[src/rtl/sc_psr_cond_pkg.sv]
// Shared definitions for the PSR condition-code block: icc bit positions,
// SPARC branch condition encodings, FSM state encodings and widths.
package sc_psr_pkg;

  localparam int DATAWIDTH_ICC     = 4;
  localparam int DATAWIDTH_COND    = 4;
  localparam int DATAWIDTH_OVCOUNT = 8;

  // icc bit order {N,Z,V,C}
  localparam int ICC_N = 3;
  localparam int ICC_Z = 2;
  localparam int ICC_V = 1;
  localparam int ICC_C = 0;

  localparam logic [DATAWIDTH_OVCOUNT-1:0] OVCOUNT_MAX  = {DATAWIDTH_OVCOUNT{1'b1}};
  localparam logic [DATAWIDTH_OVCOUNT-1:0] OVCOUNT_ONE  = {{(DATAWIDTH_OVCOUNT-1){1'b0}}, 1'b1};
  localparam logic [DATAWIDTH_OVCOUNT-1:0] OVCOUNT_ZERO = {DATAWIDTH_OVCOUNT{1'b0}};
  localparam logic [DATAWIDTH_ICC-1:0]     ICC_ZERO     = {DATAWIDTH_ICC{1'b0}};

  // SPARC integer branch conditions
  localparam logic [DATAWIDTH_COND-1:0] COND_BN   = 4'b0000;
  localparam logic [DATAWIDTH_COND-1:0] COND_BE   = 4'b0001;
  localparam logic [DATAWIDTH_COND-1:0] COND_BLE  = 4'b0010;
  localparam logic [DATAWIDTH_COND-1:0] COND_BL   = 4'b0011;
  localparam logic [DATAWIDTH_COND-1:0] COND_BLEU = 4'b0100;
  localparam logic [DATAWIDTH_COND-1:0] COND_BCS  = 4'b0101;
  localparam logic [DATAWIDTH_COND-1:0] COND_BNEG = 4'b0110;
  localparam logic [DATAWIDTH_COND-1:0] COND_BVS  = 4'b0111;
  localparam logic [DATAWIDTH_COND-1:0] COND_BA   = 4'b1000;
  localparam logic [DATAWIDTH_COND-1:0] COND_BNE  = 4'b1001;
  localparam logic [DATAWIDTH_COND-1:0] COND_BG   = 4'b1010;
  localparam logic [DATAWIDTH_COND-1:0] COND_BGE  = 4'b1011;
  localparam logic [DATAWIDTH_COND-1:0] COND_BGU  = 4'b1100;
  localparam logic [DATAWIDTH_COND-1:0] COND_BCC  = 4'b1101;
  localparam logic [DATAWIDTH_COND-1:0] COND_BPOS = 4'b1110;
  localparam logic [DATAWIDTH_COND-1:0] COND_BVC  = 4'b1111;

  typedef enum logic [1:0] {
    IDLE = 2'b00,
    EVAL = 2'b01,
    RESP = 2'b10
  } psrState_t;

  // Convert the ALU's active-low flags into an active-high {N,Z,V,C} word.
  function automatic logic [DATAWIDTH_ICC-1:0] packFlags(
    input logic negativeLow,
    input logic zeroLow,
    input logic overflowLow,
    input logic carryLow
  );
    logic [DATAWIDTH_ICC-1:0] flags;
    flags        = ICC_ZERO;
    flags[ICC_N] = ~negativeLow;
    flags[ICC_Z] = ~zeroLow;
    flags[ICC_V] = ~overflowLow;
    flags[ICC_C] = ~carryLow;
    return flags;
  endfunction

endpackage

[src/rtl/sc_psr_cond_if.sv]
// Bus between ALU / control unit (master) and the PSR condition block (slave).
interface sc_psr_cond_if;
  import sc_psr_pkg::*;

  logic                         SC_PSR_overflow_InLow;
  logic                         SC_PSR_carry_InLow;
  logic                         SC_PSR_negative_InLow;
  logic                         SC_PSR_zero_InLow;
  logic                         SC_PSR_setcc_InHigh;
  logic                         SC_PSR_wrpsr_InHigh;
  logic [DATAWIDTH_ICC-1:0]     SC_PSR_data_InBUS;
  logic [DATAWIDTH_COND-1:0]    SC_PSR_cond_InBUS;
  logic                         SC_PSR_evalReq_InHigh;
  logic                         SC_PSR_evalAck_OutHigh;
  logic                         SC_PSR_taken_OutHigh;
  logic                         SC_PSR_busy_OutHigh;
  logic [DATAWIDTH_ICC-1:0]     SC_PSR_icc_OutBUS;
  logic [DATAWIDTH_OVCOUNT-1:0] SC_PSR_ovCount_OutBUS;

  modport master (
    output SC_PSR_overflow_InLow, SC_PSR_carry_InLow, SC_PSR_negative_InLow,
           SC_PSR_zero_InLow, SC_PSR_setcc_InHigh, SC_PSR_wrpsr_InHigh,
           SC_PSR_data_InBUS, SC_PSR_cond_InBUS, SC_PSR_evalReq_InHigh,
    input  SC_PSR_evalAck_OutHigh, SC_PSR_taken_OutHigh, SC_PSR_busy_OutHigh,
           SC_PSR_icc_OutBUS, SC_PSR_ovCount_OutBUS
  );

  modport slave (
    input  SC_PSR_overflow_InLow, SC_PSR_carry_InLow, SC_PSR_negative_InLow,
           SC_PSR_zero_InLow, SC_PSR_setcc_InHigh, SC_PSR_wrpsr_InHigh,
           SC_PSR_data_InBUS, SC_PSR_cond_InBUS, SC_PSR_evalReq_InHigh,
    output SC_PSR_evalAck_OutHigh, SC_PSR_taken_OutHigh, SC_PSR_busy_OutHigh,
           SC_PSR_icc_OutBUS, SC_PSR_ovCount_OutBUS
  );

endinterface

[src/rtl/sc_psr_cond_eval.sv]
// Combinational SPARC branch-condition decoder: icc + cond -> taken.
module sc_psr_cond_eval
  import sc_psr_pkg::*;
(
  input  logic [DATAWIDTH_ICC-1:0]  icc,
  input  logic [DATAWIDTH_COND-1:0] cond,
  output logic                      taken
);

  logic n_s;
  logic z_s;
  logic v_s;
  logic c_s;

  assign n_s = icc[ICC_N];
  assign z_s = icc[ICC_Z];
  assign v_s = icc[ICC_V];
  assign c_s = icc[ICC_C];

  // Decode the condition field against the flags.
  always_comb begin
    taken = 1'b0;
    case (cond)
      COND_BN:   taken = 1'b0;
      COND_BE:   taken = z_s;
      COND_BLE:  taken = z_s | (n_s ^ v_s);
      COND_BL:   taken = n_s ^ v_s;
      COND_BLEU: taken = c_s | z_s;
      COND_BCS:  taken = c_s;
      COND_BNEG: taken = n_s;
      COND_BVS:  taken = v_s;
      COND_BA:   taken = 1'b1;
      COND_BNE:  taken = ~z_s;
      COND_BG:   taken = ~(z_s | (n_s ^ v_s));
      COND_BGE:  taken = ~(n_s ^ v_s);
      COND_BGU:  taken = ~(c_s | z_s);
      COND_BCC:  taken = ~c_s;
      COND_BPOS: taken = ~n_s;
      COND_BVC:  taken = ~v_s;
      default:   taken = 1'b0;
    endcase
  end

endmodule

[src/rtl/sc_psr_cond.sv]
// PSR integer condition codes: captures ALU flags / WRPSR writes into icc,
// counts overflow events, and answers branch-condition requests over req/ack.
// Build option: define SC_PSR_BYPASS_EN for the 1-cycle variant that evaluates
// on the next-icc value in IDLE and skips the EVAL state.
module sc_psr_cond
  import sc_psr_pkg::*;
(
  input  logic         SC_PSR_CLOCK_50,
  input  logic         SC_PSR_RESET_InHigh,
  sc_psr_cond_if.slave psrBus
);

  logic [DATAWIDTH_ICC-1:0]     aluFlags_s;
  logic [DATAWIDTH_ICC-1:0]     iccNext_s;
  logic [DATAWIDTH_ICC-1:0]     icc_r;
  logic [DATAWIDTH_OVCOUNT-1:0] ovCount_r;
  logic                         ovEvent_s;
  psrState_t                    state_r;
  psrState_t                    stateNext_s;
  logic                         takenLoad_s;
  logic                         taken_r;
  logic                         ack_r;
  logic                         busy_r;
  logic [DATAWIDTH_ICC-1:0]     evalIcc_s;
  logic [DATAWIDTH_COND-1:0]    evalCond_s;
  logic                         evalTaken_s;

  assign aluFlags_s = packFlags(psrBus.SC_PSR_negative_InLow, psrBus.SC_PSR_zero_InLow,
                                psrBus.SC_PSR_overflow_InLow, psrBus.SC_PSR_carry_InLow);

  // icc source mux: WRPSR wins over setcc, otherwise hold.
  always_comb begin
    iccNext_s = icc_r;
    if (psrBus.SC_PSR_wrpsr_InHigh) begin
      iccNext_s = psrBus.SC_PSR_data_InBUS;
    end else if (psrBus.SC_PSR_setcc_InHigh) begin
      iccNext_s = aluFlags_s;
    end else begin
      iccNext_s = icc_r;
    end
  end

  assign ovEvent_s = psrBus.SC_PSR_setcc_InHigh & ~psrBus.SC_PSR_wrpsr_InHigh & aluFlags_s[ICC_V];

  // icc register and saturating overflow counter.
  always_ff @(posedge SC_PSR_CLOCK_50) begin
    if (SC_PSR_RESET_InHigh) begin
      icc_r     <= ICC_ZERO;
      ovCount_r <= OVCOUNT_ZERO;
    end else begin
      icc_r <= iccNext_s;
      if (ovEvent_s && (ovCount_r != OVCOUNT_MAX)) begin
        ovCount_r <= ovCount_r + OVCOUNT_ONE;
      end
    end
  end

`ifdef SC_PSR_BYPASS_EN
  // Bypass variant evaluates in IDLE on the post-mux icc and the live cond.
  assign evalIcc_s  = iccNext_s;
  assign evalCond_s = psrBus.SC_PSR_cond_InBUS;
`else
  logic [DATAWIDTH_COND-1:0] cond_r;
  logic                      condLoad_s;

  assign condLoad_s = (state_r == IDLE) & psrBus.SC_PSR_evalReq_InHigh;

  // Latch the branch condition when a request is accepted.
  always_ff @(posedge SC_PSR_CLOCK_50) begin
    if (SC_PSR_RESET_InHigh) begin
      cond_r <= COND_BN;
    end else if (condLoad_s) begin
      cond_r <= psrBus.SC_PSR_cond_InBUS;
    end
  end

  assign evalIcc_s  = icc_r;
  assign evalCond_s = cond_r;
`endif

  sc_psr_cond_eval uEval (
    .icc   (evalIcc_s),
    .cond  (evalCond_s),
    .taken (evalTaken_s)
  );

  // Next-state logic and taken-capture strobe.
  always_comb begin
    stateNext_s = state_r;
    takenLoad_s = 1'b0;
    case (state_r)
      IDLE: begin
        if (psrBus.SC_PSR_evalReq_InHigh) begin
`ifdef SC_PSR_BYPASS_EN
          stateNext_s = RESP;
          takenLoad_s = 1'b1;
`else
          stateNext_s = EVAL;
`endif
        end else begin
          stateNext_s = IDLE;
        end
      end
      EVAL: begin
`ifdef SC_PSR_BYPASS_EN
        stateNext_s = IDLE;
`else
        stateNext_s = RESP;
        takenLoad_s = 1'b1;
`endif
      end
      RESP:    stateNext_s = IDLE;
      default: stateNext_s = IDLE;
    endcase
  end

  // State register plus registered ack/busy/taken, all derived from next state.
  always_ff @(posedge SC_PSR_CLOCK_50) begin
    if (SC_PSR_RESET_InHigh) begin
      state_r <= IDLE;
      ack_r   <= 1'b0;
      busy_r  <= 1'b0;
      taken_r <= 1'b0;
    end else begin
      state_r <= stateNext_s;
      ack_r   <= (stateNext_s == RESP);
      busy_r  <= (stateNext_s != IDLE);
      if (takenLoad_s) begin
        taken_r <= evalTaken_s;
      end
    end
  end

  assign psrBus.SC_PSR_evalAck_OutHigh = ack_r;
  assign psrBus.SC_PSR_taken_OutHigh   = taken_r;
  assign psrBus.SC_PSR_busy_OutHigh    = busy_r;
  assign psrBus.SC_PSR_icc_OutBUS      = icc_r;
  assign psrBus.SC_PSR_ovCount_OutBUS  = ovCount_r;

endmodule
[src/flat_wrapper.sv]
// flat-port wrapper written by rule: the top's interface ports become plain ports
module sc_psr_cond_flat import sc_psr_pkg::*;
  (SC_PSR_CLOCK_50, SC_PSR_RESET_InHigh, psrBus_SC_PSR_overflow_InLow, psrBus_SC_PSR_carry_InLow, psrBus_SC_PSR_negative_InLow, psrBus_SC_PSR_zero_InLow, psrBus_SC_PSR_setcc_InHigh, psrBus_SC_PSR_wrpsr_InHigh, psrBus_SC_PSR_data_InBUS, psrBus_SC_PSR_cond_InBUS, psrBus_SC_PSR_evalReq_InHigh, psrBus_SC_PSR_evalAck_OutHigh, psrBus_SC_PSR_taken_OutHigh, psrBus_SC_PSR_busy_OutHigh, psrBus_SC_PSR_icc_OutBUS, psrBus_SC_PSR_ovCount_OutBUS);
  sc_psr_cond_if psrBus_i ();
  input  logic SC_PSR_CLOCK_50;
  input  logic SC_PSR_RESET_InHigh;
  input wire logic [$bits(psrBus_i.SC_PSR_overflow_InLow)-1:0] psrBus_SC_PSR_overflow_InLow;
  input wire logic [$bits(psrBus_i.SC_PSR_carry_InLow)-1:0] psrBus_SC_PSR_carry_InLow;
  input wire logic [$bits(psrBus_i.SC_PSR_negative_InLow)-1:0] psrBus_SC_PSR_negative_InLow;
  input wire logic [$bits(psrBus_i.SC_PSR_zero_InLow)-1:0] psrBus_SC_PSR_zero_InLow;
  input wire logic [$bits(psrBus_i.SC_PSR_setcc_InHigh)-1:0] psrBus_SC_PSR_setcc_InHigh;
  input wire logic [$bits(psrBus_i.SC_PSR_wrpsr_InHigh)-1:0] psrBus_SC_PSR_wrpsr_InHigh;
  input wire logic [$bits(psrBus_i.SC_PSR_data_InBUS)-1:0] psrBus_SC_PSR_data_InBUS;
  input wire logic [$bits(psrBus_i.SC_PSR_cond_InBUS)-1:0] psrBus_SC_PSR_cond_InBUS;
  input wire logic [$bits(psrBus_i.SC_PSR_evalReq_InHigh)-1:0] psrBus_SC_PSR_evalReq_InHigh;
  output wire logic [$bits(psrBus_i.SC_PSR_evalAck_OutHigh)-1:0] psrBus_SC_PSR_evalAck_OutHigh;
  output wire logic [$bits(psrBus_i.SC_PSR_taken_OutHigh)-1:0] psrBus_SC_PSR_taken_OutHigh;
  output wire logic [$bits(psrBus_i.SC_PSR_busy_OutHigh)-1:0] psrBus_SC_PSR_busy_OutHigh;
  output wire logic [$bits(psrBus_i.SC_PSR_icc_OutBUS)-1:0] psrBus_SC_PSR_icc_OutBUS;
  output wire logic [$bits(psrBus_i.SC_PSR_ovCount_OutBUS)-1:0] psrBus_SC_PSR_ovCount_OutBUS;
  assign psrBus_i.SC_PSR_overflow_InLow = psrBus_SC_PSR_overflow_InLow;
  assign psrBus_i.SC_PSR_carry_InLow = psrBus_SC_PSR_carry_InLow;
  assign psrBus_i.SC_PSR_negative_InLow = psrBus_SC_PSR_negative_InLow;
  assign psrBus_i.SC_PSR_zero_InLow = psrBus_SC_PSR_zero_InLow;
  assign psrBus_i.SC_PSR_setcc_InHigh = psrBus_SC_PSR_setcc_InHigh;
  assign psrBus_i.SC_PSR_wrpsr_InHigh = psrBus_SC_PSR_wrpsr_InHigh;
  assign psrBus_i.SC_PSR_data_InBUS = psrBus_SC_PSR_data_InBUS;
  assign psrBus_i.SC_PSR_cond_InBUS = psrBus_SC_PSR_cond_InBUS;
  assign psrBus_i.SC_PSR_evalReq_InHigh = psrBus_SC_PSR_evalReq_InHigh;
  assign psrBus_SC_PSR_evalAck_OutHigh = psrBus_i.SC_PSR_evalAck_OutHigh;
  assign psrBus_SC_PSR_taken_OutHigh = psrBus_i.SC_PSR_taken_OutHigh;
  assign psrBus_SC_PSR_busy_OutHigh = psrBus_i.SC_PSR_busy_OutHigh;
  assign psrBus_SC_PSR_icc_OutBUS = psrBus_i.SC_PSR_icc_OutBUS;
  assign psrBus_SC_PSR_ovCount_OutBUS = psrBus_i.SC_PSR_ovCount_OutBUS;
  sc_psr_cond u_core (.SC_PSR_CLOCK_50(SC_PSR_CLOCK_50), .SC_PSR_RESET_InHigh(SC_PSR_RESET_InHigh), .psrBus(psrBus_i));
endmodule
[config.mk]
export PLATFORM = sky130hd
export DESIGN_NAME = sc_psr_cond_flat
export DESIGN_NICKNAME = d
export VERILOG_FILES = /design/src/rtl/sc_psr_cond_pkg.sv /design/src/rtl/sc_psr_cond_if.sv /design/src/rtl/sc_psr_cond_eval.sv /design/src/rtl/sc_psr_cond.sv /design/src/flat_wrapper.sv
export SDC_FILE = /design/constraint.sdc
export NUM_CORES = 1
export LEC_CHECK = 0
export ABC_AREA = 1
export CAP_MARGIN = 0
export CORE_MARGIN = 1.5
export CORE_UTILIZATION = 49
export CTS_CLUSTER_DIAMETER = 30
export CTS_CLUSTER_SIZE = 24
export DETAILED_ROUTE_END_ITERATION = 6
export PLACE_DENSITY = 0.81
export SLEW_MARGIN = 15
export SYNTH_ARGS = -nofsm -noshare
export SYNTH_HDL_FRONTEND = slang
export SYNTH_SLANG_ARGS = --single-unit
[constraint.sdc]
create_clock -name SC_PSR_CLOCK_50 -period 2.65 [get_ports SC_PSR_CLOCK_50]
set_input_delay 0.53 -clock SC_PSR_CLOCK_50 [delete_from_list [all_inputs] [get_ports SC_PSR_CLOCK_50]]
set_output_delay 0.53 -clock SC_PSR_CLOCK_50 [all_outputs]
set_load 0.02 [all_outputs]
# == Yosys cells after proc, flatten, opt, wreduce, memory -nomap -nowiden ==
# Cells that the tools add are included.
# word_totals
reg_bits,21
input_bits,17
out_inout_bits,15
word_cells,55
# classes
addsub,1
n_eq_ne,18
muxes,6
bitwise_logic,18
n_reduce_logical,5
# ops
cell,n
"4-bit equality test, second input constant",8
"4-bit by 3-bit equality test with 1-bit output, second input constant",4
1-bit one-hot mux with 16 select lines,1
1-bit NOT,12
"8-bit by 1-bit adder with 8-bit output, second input constant",1
"4-bit by 2-bit equality test with 1-bit output, second input constant",2
4-bit 2-to-1 mux,2
"8-bit inequality test, second input constant",1
"4-bit by 1-bit equality test with 1-bit output, second input constant",1
4-bit logical NOT,1
2-bit one-hot mux with 2 select lines,1
2-bit nonzero test,2
1-bit bitwise AND,3
"2-bit by 1-bit equality test with 1-bit output, second input constant",1
"2-bit equality test, second input constant",1
2-bit logical NOT,1
1-bit 2-to-1 mux,2
1-bit OR,2
1-bit logical AND,1
1-bit XOR,1

# == Logic depth before layout (Yosys ltp) ==
# Gate-level depths: netlist (run 1).
# depth
ltp_word,4
mapped_depth,10
ltp_nobuf,10

# == By module ==
# Synthesis (run 1) repeated with hierarchy kept, for this count alone.
# unflattened
hier_cells,170
hier_area_um2,1141.1
# by_module_without_submodules
module,instances,cells_each,area_each_um2,seq_area_each_um2
sc_psr_cond,1,123,947.2,420.4
sc_psr_cond_eval,1,47,193.9,0.0

# == Worst setup path after synthesis (run 1) ==
# No wires, ideal clock.
# synth_path
path_type,reg2reg
startpoint,"reg u_core.ovCount_r[1], in the netlist u_core.psrBus.SC_PSR_ovCount_OutBUS[1]"
endpoint,"reg u_core.ovCount_r[5], in the netlist u_core.psrBus.SC_PSR_ovCount_OutBUS[5]"
setup_time_ns,0.110
arrival_ns,1.423
setup_slack_ns,1.117
stages_incl_launch_ff,11
n_path_buf,0
cell_sequence,dfxtp_1 ha_1 nand3_1 nor2_2 inv_1 o21ai_4 inv_4 nand2_2 o21bai_1 inv_1 nor2_1
# synth_between
elab_chain_len,2
# synth_lines
element,line_no,text
start: declaration,sc_psr_cond.sv:16,logic [DATAWIDTH_OVCOUNT-1:0] ovCount_r;
start signal: assignment,sc_psr_cond.sv:53,ovCount_r <= ovCount_r + OVCOUNT_ONE;
branches (longest 2 deep; another with 8-bit by 1-bit adder with 8-bit output),n/a,
# Parallel ways; which one is timed is not known.
# A chain may end at the register's enable or synchronous reset.

# == Worst setup path after layout (run 1) ==
# layout_path
startpoint,"reg u_core.ovCount_r[4], in the netlist u_core.psrBus.SC_PSR_ovCount_OutBUS[4]"
endpoint,out psrBus_SC_PSR_ovCount_OutBUS[4]
# layout_rtl
element,line_no,text
end: declaration,flat_wrapper.sv:20,output wire logic [$bits(psrBus_i.SC_PSR_ovCount_OutBUS)-1:0] psrBus_SC_PSR_ovCount_OutBUS;
# No word-level cell between the ends.

==> impl_results.md, run 1 <==
* Outcome: completed
* CP Capture Point: psrBus_SC_PSR_ovCount_OutBUS[4]
* Clock Latency Late Sink at 0.30 ns
* Post_cts resized at 0
* Mux cell area share after synthesis at 0
* Tightest Pin Transition at 0.396 ns
* Final nets at 213
* Tcrit/Tclk final at 0.718
* Reg power frac at 0.555
* Post-synthesis register bit count at 21
* FF-to-FF End: u_core.psrBus.SC_PSR_ovCount_OutBUS[6]
* CP Class: reg2out
* Total Wirelength at 2.38 mm
* Initial antenna violation count at 0
* Fin worst setup slack at 0.746 ns
* Row count at 16
* Crit end category: primary output
* Crit path launch type: register
* Post-route cell area at 0.00142 mm^2
* Synth cell types at 20
* Die H at 49.6 um
* Worst-path cell chain: clkdlybuf4s50_1
* Core Util, Final at 0.711
* CP max stage cell: clkdlybuf4s50_1
* Worst setup path start: u_core.psrBus.SC_PSR_ovCount_OutBUS[4]
* # fillers at 171
* Synthesis Warnings at 0
* Post-Syn Instances at 161
* Logic pwr share at 0.195
* Max Cap Viol at 0
* TritonCTS clock tree: built
* Bufs and invs on worst path at 1
* Via count at 1,078
* Core footprint at 0.00200 mm^2
* Layout cells sized above 1 at 0.0619
* Max-slew violation count at 0
* Xor/xnor cell area share of the yosys netlist at 0.0165
* PD cells at 435 mW/mm^2
* Drt pass-1 iters at 4
* Root Driver: clkbuf_4
* Clock transition at path regs at 0.11 ns
* Dpl cells at 217
* R2R setup slack at 1.03 ns
* Wire per inst at 10.8 um
* CTS Buf Count at 3
* Net Count, Synth at 179
* CP delay by family, top: buffers and inverters
* Net switching power at 0.175 mW
* Final cell count without fillers at 221
* CP max stage delay at 0.64 ns
* DR vias/cell at 4.88
* # IOs at 32
* Vias in the first global route at 1,038
* Syn avg cell area at 6.61 um^2
* Hpwl dp at 1.88 mm
* Final hold slack at 0.476 ns
* Full die area at 0.00246 mm^2
* Port buffer count at 31
* Worst reg2reg path startpoint: u_core.psrBus.SC_PSR_ovCount_OutBUS[1]
* Post-DP Area at 0.00140 mm^2
* First-pass GRT wire length at 4.11 mm
* Worst Path Arrival at 1.37 ns
* GRT Resource Usage Total at 0.214
* Worst endpoint required time at 2.12 ns
* Static Leakage at 0.612 nW
* Switch share at 0.283
* Commonest non-fill, non-tap cell in the layout: nand2_1
* Gr ovfl total at 0
* Iter 0 DRT Violations at 24
* H-tree depth at 1
* Largest net degree at the start of global routing at 15
* Largest family of logic cells by synthesized area: simple AND/OR/NAND/NOR gates
* CP max FO at 4
* Commonest cells after routing, fill and taps aside: 44 x nand2_1, 31 x clkdlybuf4s50_1, 24 x nor2_1
* Chip width at 49.6 um
* Fin Clk Skew at 0.00177 ns
* Worst path depth at 1
* GPL Wtd Cong at 0.830
* Mapped Area at 0.00106 mm^2
* RSZ-0062 raised after global routing: no
* Slew headroom at 0.736
* Seq/Total Area, Yosys at 0.395
* Residual DRC at 0
* Setup Buffers After CTS at 0
* CTS Hold Bufs at 0
* Inserted Diodes at 0
* Clock group share of total power at 0.250
* CTS sink cnt at 21
* Dpl ws at 0.757 ns
* CTS max path bufs at 2
* Final setup viols at 0
* Syn-to-layout area delta at 33.9%
* Hold Violations, Final at 0
* VDD IR max at 0.428 mV
* Min-Delay Path Class: reg2reg
* Final ANT Viol Nets at 0
* Internal power at 0.444 mW
* Post-Synth Adder-Cell Area at 0.0118
* Power consumption at 0.619 mW
* Worst R2R Path Depth at 10
* Fmax at 525 MHz
* Initial core utilization at 0.531
* Synth Area in Simple Gates at 0.334
* Final setup TNS at 0 ns
* Synth Area in Compound Gates at 0.141
* Crit path time final at 1.90 ns
==> synthesized netlist by cell type <==
library cell	count	share of area
nor2_1	24	0.085
o21ai_0	9	0.042
dfxtp_1	21	0.40
o221ai_1	3	0.025
inv_4	1	0.0059
nand2_1	44	0.16
nand4_1	3	0.018
xnor2_1	2	0.016
inv_1	23	0.081
nand3_1	9	0.042
ha_1	1	0.012
a21oi_1	11	0.052
nand2_2	3	0.018
inv_2	1	0.0035
clkbuf_1	1	0.0035
o21bai_1	1	0.0071
buf_4	1	0.0071
nor2_4	1	0.011
nor2_2	1	0.0059
o21ai_4	1	0.015
==> worst min path at each step <==
stage	start	to	slack (ns)	cells after the start
2_1_floorplan	u_core.cond_r[3]	u_core.cond_r[3]	0.49	2
3_3_place_gp	u_core.psrBus.SC_PSR_taken_OutHigh	u_core.psrBus.SC_PSR_taken_OutHigh	0.46	2
3_5_place_dp	u_core.psrBus.SC_PSR_taken_OutHigh	u_core.psrBus.SC_PSR_taken_OutHigh	0.47	2
4_1_cts	u_core.psrBus.SC_PSR_taken_OutHigh	u_core.psrBus.SC_PSR_taken_OutHigh	0.48	2
5_1_grt	u_core.psrBus.SC_PSR_taken_OutHigh	u_core.psrBus.SC_PSR_taken_OutHigh	0.50	2
6_report	u_core.psrBus.SC_PSR_taken_OutHigh	u_core.psrBus.SC_PSR_taken_OutHigh	0.48	2
==> power by group through the flow <==
stage	clock, mW	combinational, mW	sequential (mW)
2_1_floorplan	0	0.0581	0.359
5_1_grt	0.170	0.135	0.346
3_5_place_dp	0	0.121	0.350
4_1_cts	0.163	0.121	0.343
6_report	0.155	0.121	0.343
3_3_place_gp	0	0.119	0.350
==> final cells by class <==
class | count | area (um^2) | area share
multi-input combinational | 113 | 536 | 0.376
clock buffer | 3 | 22.5 | 0.0158
timing repair buffer | 31 | 310 | 0.218
inverter | 25 | 96.3 | 0.0677
clock inverter | 1 | 5.00 | 0.00351
sequential | 21 | 420 | 0.295
tap | 27 | 33.8 | 0.0237
==> logic make-up after synthesis <==
kind of cell             after synthesis
buffers and inverters                 27
adder cells (fa/ha/maj)                1
XOR/XNOR                               2
flip-flops                            21
AO/OA/AOI/OAI                         25
AND/OR/NAND/NOR                       85
==> sequential cells by signal (all words and copies together) (netlist names) <==
name and cells:
u_core.psrBus.SC_PSR_busy_OutHigh 1, u_core.cond_r 4, u_core.state_r 2, u_core.psrBus.SC_PSR_taken_OutHigh 1, u_core.psrBus.SC_PSR_ovCount_OutBUS 8, u_core.psrBus.SC_PSR_icc_OutBUS 4
u_core.psrBus.SC_PSR_evalAck_OutHigh 1
==> routing by layer <==
| layer | wire length [um] | global-route usage | up-vias |
|---|---|---|---|
| met5 | 0 | 0 | - |
| met1 | 1080 | 0.246 | 479 |
| li1 | - | - | 570 |
| met2 | 1160 | 0.364 | 22 |
| met3 | 96 | 0.0545 | 7 |
| met4 | 52 | 0.111 | 0 |
(Power assumes the default switching activity.)
==> inputs of run 2 (changes only) <==
--- a/config.mk
+++ b/config.mk
@@ -8,11 +8,11 @@
 export ABC_AREA = 1
 export CAP_MARGIN = 0
 export CORE_MARGIN = 1.5
-export CORE_UTILIZATION = 49
+export CORE_UTILIZATION = 46
 export CTS_CLUSTER_DIAMETER = 30
 export CTS_CLUSTER_SIZE = 24
 export DETAILED_ROUTE_END_ITERATION = 6
-export PLACE_DENSITY = 0.81
+export PLACE_DENSITY = 0.76
 export SLEW_MARGIN = 15
 export SYNTH_ARGS = -nofsm -noshare
 export SYNTH_HDL_FRONTEND = slang
==> constraint.sdc (replaced) <==
create_clock -name SC_PSR_CLOCK_50 -period 1.8 [get_ports SC_PSR_CLOCK_50]
set_input_delay 0.36 -clock SC_PSR_CLOCK_50 [delete_from_list [all_inputs] [get_ports SC_PSR_CLOCK_50]]
set_output_delay 0.36 -clock SC_PSR_CLOCK_50 [all_outputs]
set_load 0.02 [all_outputs]
==> impl_results.md, run 2 (same netlist as run 1, synthesis figures left out) <==
* Crit end category: primary output
* Core footprint at 0.00219 mm^2 (+9.4%)
* Max-slew violation count at 0 (unchanged)
* Worst reg2reg path startpoint: u_core.psrBus.SC_PSR_ovCount_OutBUS[1]
* CP delay by family, top: buffers and inverters
* DR vias/cell at 4.85 (-0.52%)
* Clock group share of total power at 0.250 (about the same)
* FF-to-FF End: u_core.psrBus.SC_PSR_ovCount_OutBUS[6]
* Final setup TNS at 0 ns (unchanged)
* Initial core utilization at 0.485 (-0.0458)
* Commonest cells after routing, fill and taps aside: 44 x nand2_1, 31 x clkdlybuf4s50_1, 24 x nor2_1
* Crit path launch type: register
* Tcrit/Tclk final at 0.980
* Commonest non-fill, non-tap cell in the layout: nand2_1
* Fin Clk Skew at 0.00767 ns (+0.00590 ns)
* DR WL met2 at 1.26 mm (+8.9%)
* Die H at 51.1 um (+3.0%)
* Inserted Diodes at 0 (unchanged)
* GPL Wtd Cong at 0.825 (-0.63%)
* Switch share at 0.285 (+0.00122)
* CP Class: reg2out
* Clock Latency Late Sink at 0.31 ns (about the same)
* Via count at 1,087 (+0.83%)
* First-pass GRT wire length at 3.85 mm (-6.2%)
* Hpwl dp at 1.87 mm (-0.70%)
* Static Leakage at 0.621 nW (+1.6%)
* R2R setup slack at 0.22 ns (-0.81 ns)
* TritonCTS clock tree: built
* Outcome: completed
* Final cell count without fillers at 224 (+1.4%)
* Gr ovfl total at 0 (unchanged)
* Net switching power at 0.261 mW (+49%)
* CTS Buf Count at 3 (unchanged)
* Tightest Pin Transition at 0.417 ns (+0.0211 ns)
* Full die area at 0.00261 mm^2 (+6.1%)
* CTS sink cnt at 21 (unchanged)
* Chip width at 51.1 um (+3.0%)
* Clock transition at path regs at 0.12 ns (about the same)
* # IOs at 32 (unchanged)
* Max Cap Viol at 0 (unchanged)
* Root Driver: clkbuf_4
* Largest register FFs at 8 (unchanged)
* Fmax at 567 MHz
* Drt pass-1 iters at 5 (+1)
* Met3 Wirelength at 79 um (-18%)
* VDD IR max at 0.548 mV (+28%)
* Initial antenna violation count at 0 (unchanged)
* CP max stage delay at 0.64 ns (about the same)
* Final ANT Viol Nets at 0 (unchanged)
* Hold Path End: u_core.psrBus.SC_PSR_taken_OutHigh
* Layout cells sized above 1 at 0.0714 (+0.00957)
* Row count at 17 (+1)
* Min-Delay Path Class: reg2reg
* Worst hold start: u_core.psrBus.SC_PSR_taken_OutHigh
* PD cells at 637 mW/mm^2 (+47%)
* CTS Hold Bufs at 0 (unchanged)
* Setup Buffers After CTS at 0 (unchanged)
* Vias in the first global route at 945 (-9.0%)
* Dpl cells at 220 (+1.4%)
* Worst-path cell chain: clkdlybuf4s50_1
* Hold Violations, Final at 0 (unchanged)
* Port buffer count at 31 (unchanged)
* GRT Resource Usage Total at 0.198 (-0.0161)
* Top sig layer: met4
* Crit path time final at 1.76 ns
* Worst endpoint required time at 1.44 ns (-0.68 ns)
* Logic pwr share at 0.199 (+0.004)
* Largest net degree at the start of global routing at 15 (unchanged)
* Slew headroom at 0.722 (-0.0141)
* Final nets at 215 (+0.94%)
* CTS max path bufs at 2 (unchanged)
* Met1 wire length at 1.03 mm (-4.5%)
* Post_cts resized at 0 (unchanged)
* Bufs and invs on worst path at 1 (unchanged)
* Reg power frac at 0.551 (-0.004)
* Final hold slack at 0.486 ns (+0.00989 ns)
* Final setup viols at 0 (unchanged)
* Worst R2R Path Depth at 10 (unchanged)
* Wire per inst at 10.8 um (-0.22%)
* Residual DRC at 0 (unchanged)
* CP max FO at 4 (unchanged)
* RSZ-0062 raised after global routing: no
* Internal power at 0.657 mW (+48%)
* Worst Path Arrival at 1.40 ns (+0.03 ns)
* CP max stage cell: clkdlybuf4s50_1
* Hold depth at 2 (unchanged)
* H-tree depth at 1 (unchanged)
* Iter 0 DRT Violations at 22 (-8.3%)
* Syn-to-layout area delta at 35.4%
* Total Wirelength at 2.41 mm (+1.1%)
[run 2: changes by cell type in the layout (fill, tap and decap cells not counted)]
cell and delta:
buf_4 +2
[run 2: cell type report]
type | instances | area [um^2]
clock inverter | 1 | 5.00
sequential | 21 | 420
timing repair buffer | 33 | 325
tap | 28 | 35.0
clock buffer | 3 | 22.5
inverter | 25 | 96.3
fill | 196 | 751
multi-input combinational | 113 | 536
[run 2: per-stage QoR]
stage	utilization	area [um^2]	worst slack (ns)	power, mW
final	0.657	1440	0.0358	0.918
after global routing	0.657	1440	0.0117	0.966
after CTS	0.657	1440	0.0314	0.923
after detailed placement	0.645	1410	0.134	0.698
after global placement	0.645	1410	0.202	0.693
after floorplan	-	1060	0.267	0.613
[run 2: worst max path at each step]
stage	slack (ns)	startpoint	to	cells past startpoint
6_report	0.04	u_core.psrBus.SC_PSR_ovCount_OutBUS[4]	psrBus_SC_PSR_ovCount_OutBUS[4]	1
5_1_grt	0.01	u_core.psrBus.SC_PSR_ovCount_OutBUS[4]	psrBus_SC_PSR_ovCount_OutBUS[4]	1
4_1_cts	0.03	u_core.psrBus.SC_PSR_ovCount_OutBUS[4]	psrBus_SC_PSR_ovCount_OutBUS[4]	1
3_5_place_dp	0.13	psrBus_SC_PSR_setcc_InHigh	u_core.psrBus.SC_PSR_ovCount_OutBUS[5]	9
3_3_place_gp	0.20	psrBus_SC_PSR_setcc_InHigh	u_core.psrBus.SC_PSR_ovCount_OutBUS[5]	9
2_1_floorplan	0.27	u_core.psrBus.SC_PSR_ovCount_OutBUS[1]	u_core.psrBus.SC_PSR_ovCount_OutBUS[5]	10
[run 2: power by group through the flow]
stage                     registers (mW)  logic, mW  clock network (mW)
after global routing               0.509      0.203               0.253
after floorplan                    0.528     0.0855                   0
after global placement             0.515      0.178                   0
after CTS                          0.506      0.183               0.234
after detailed placement           0.516      0.182                   0
final                              0.506      0.183               0.229
[run 2: routing by layer]
layer	global-route usage	vias up
met5	0	-
met4	0.0811	0
met3	0.0351	5
met2	0.353	19
met1	0.233	485
li1	-	578
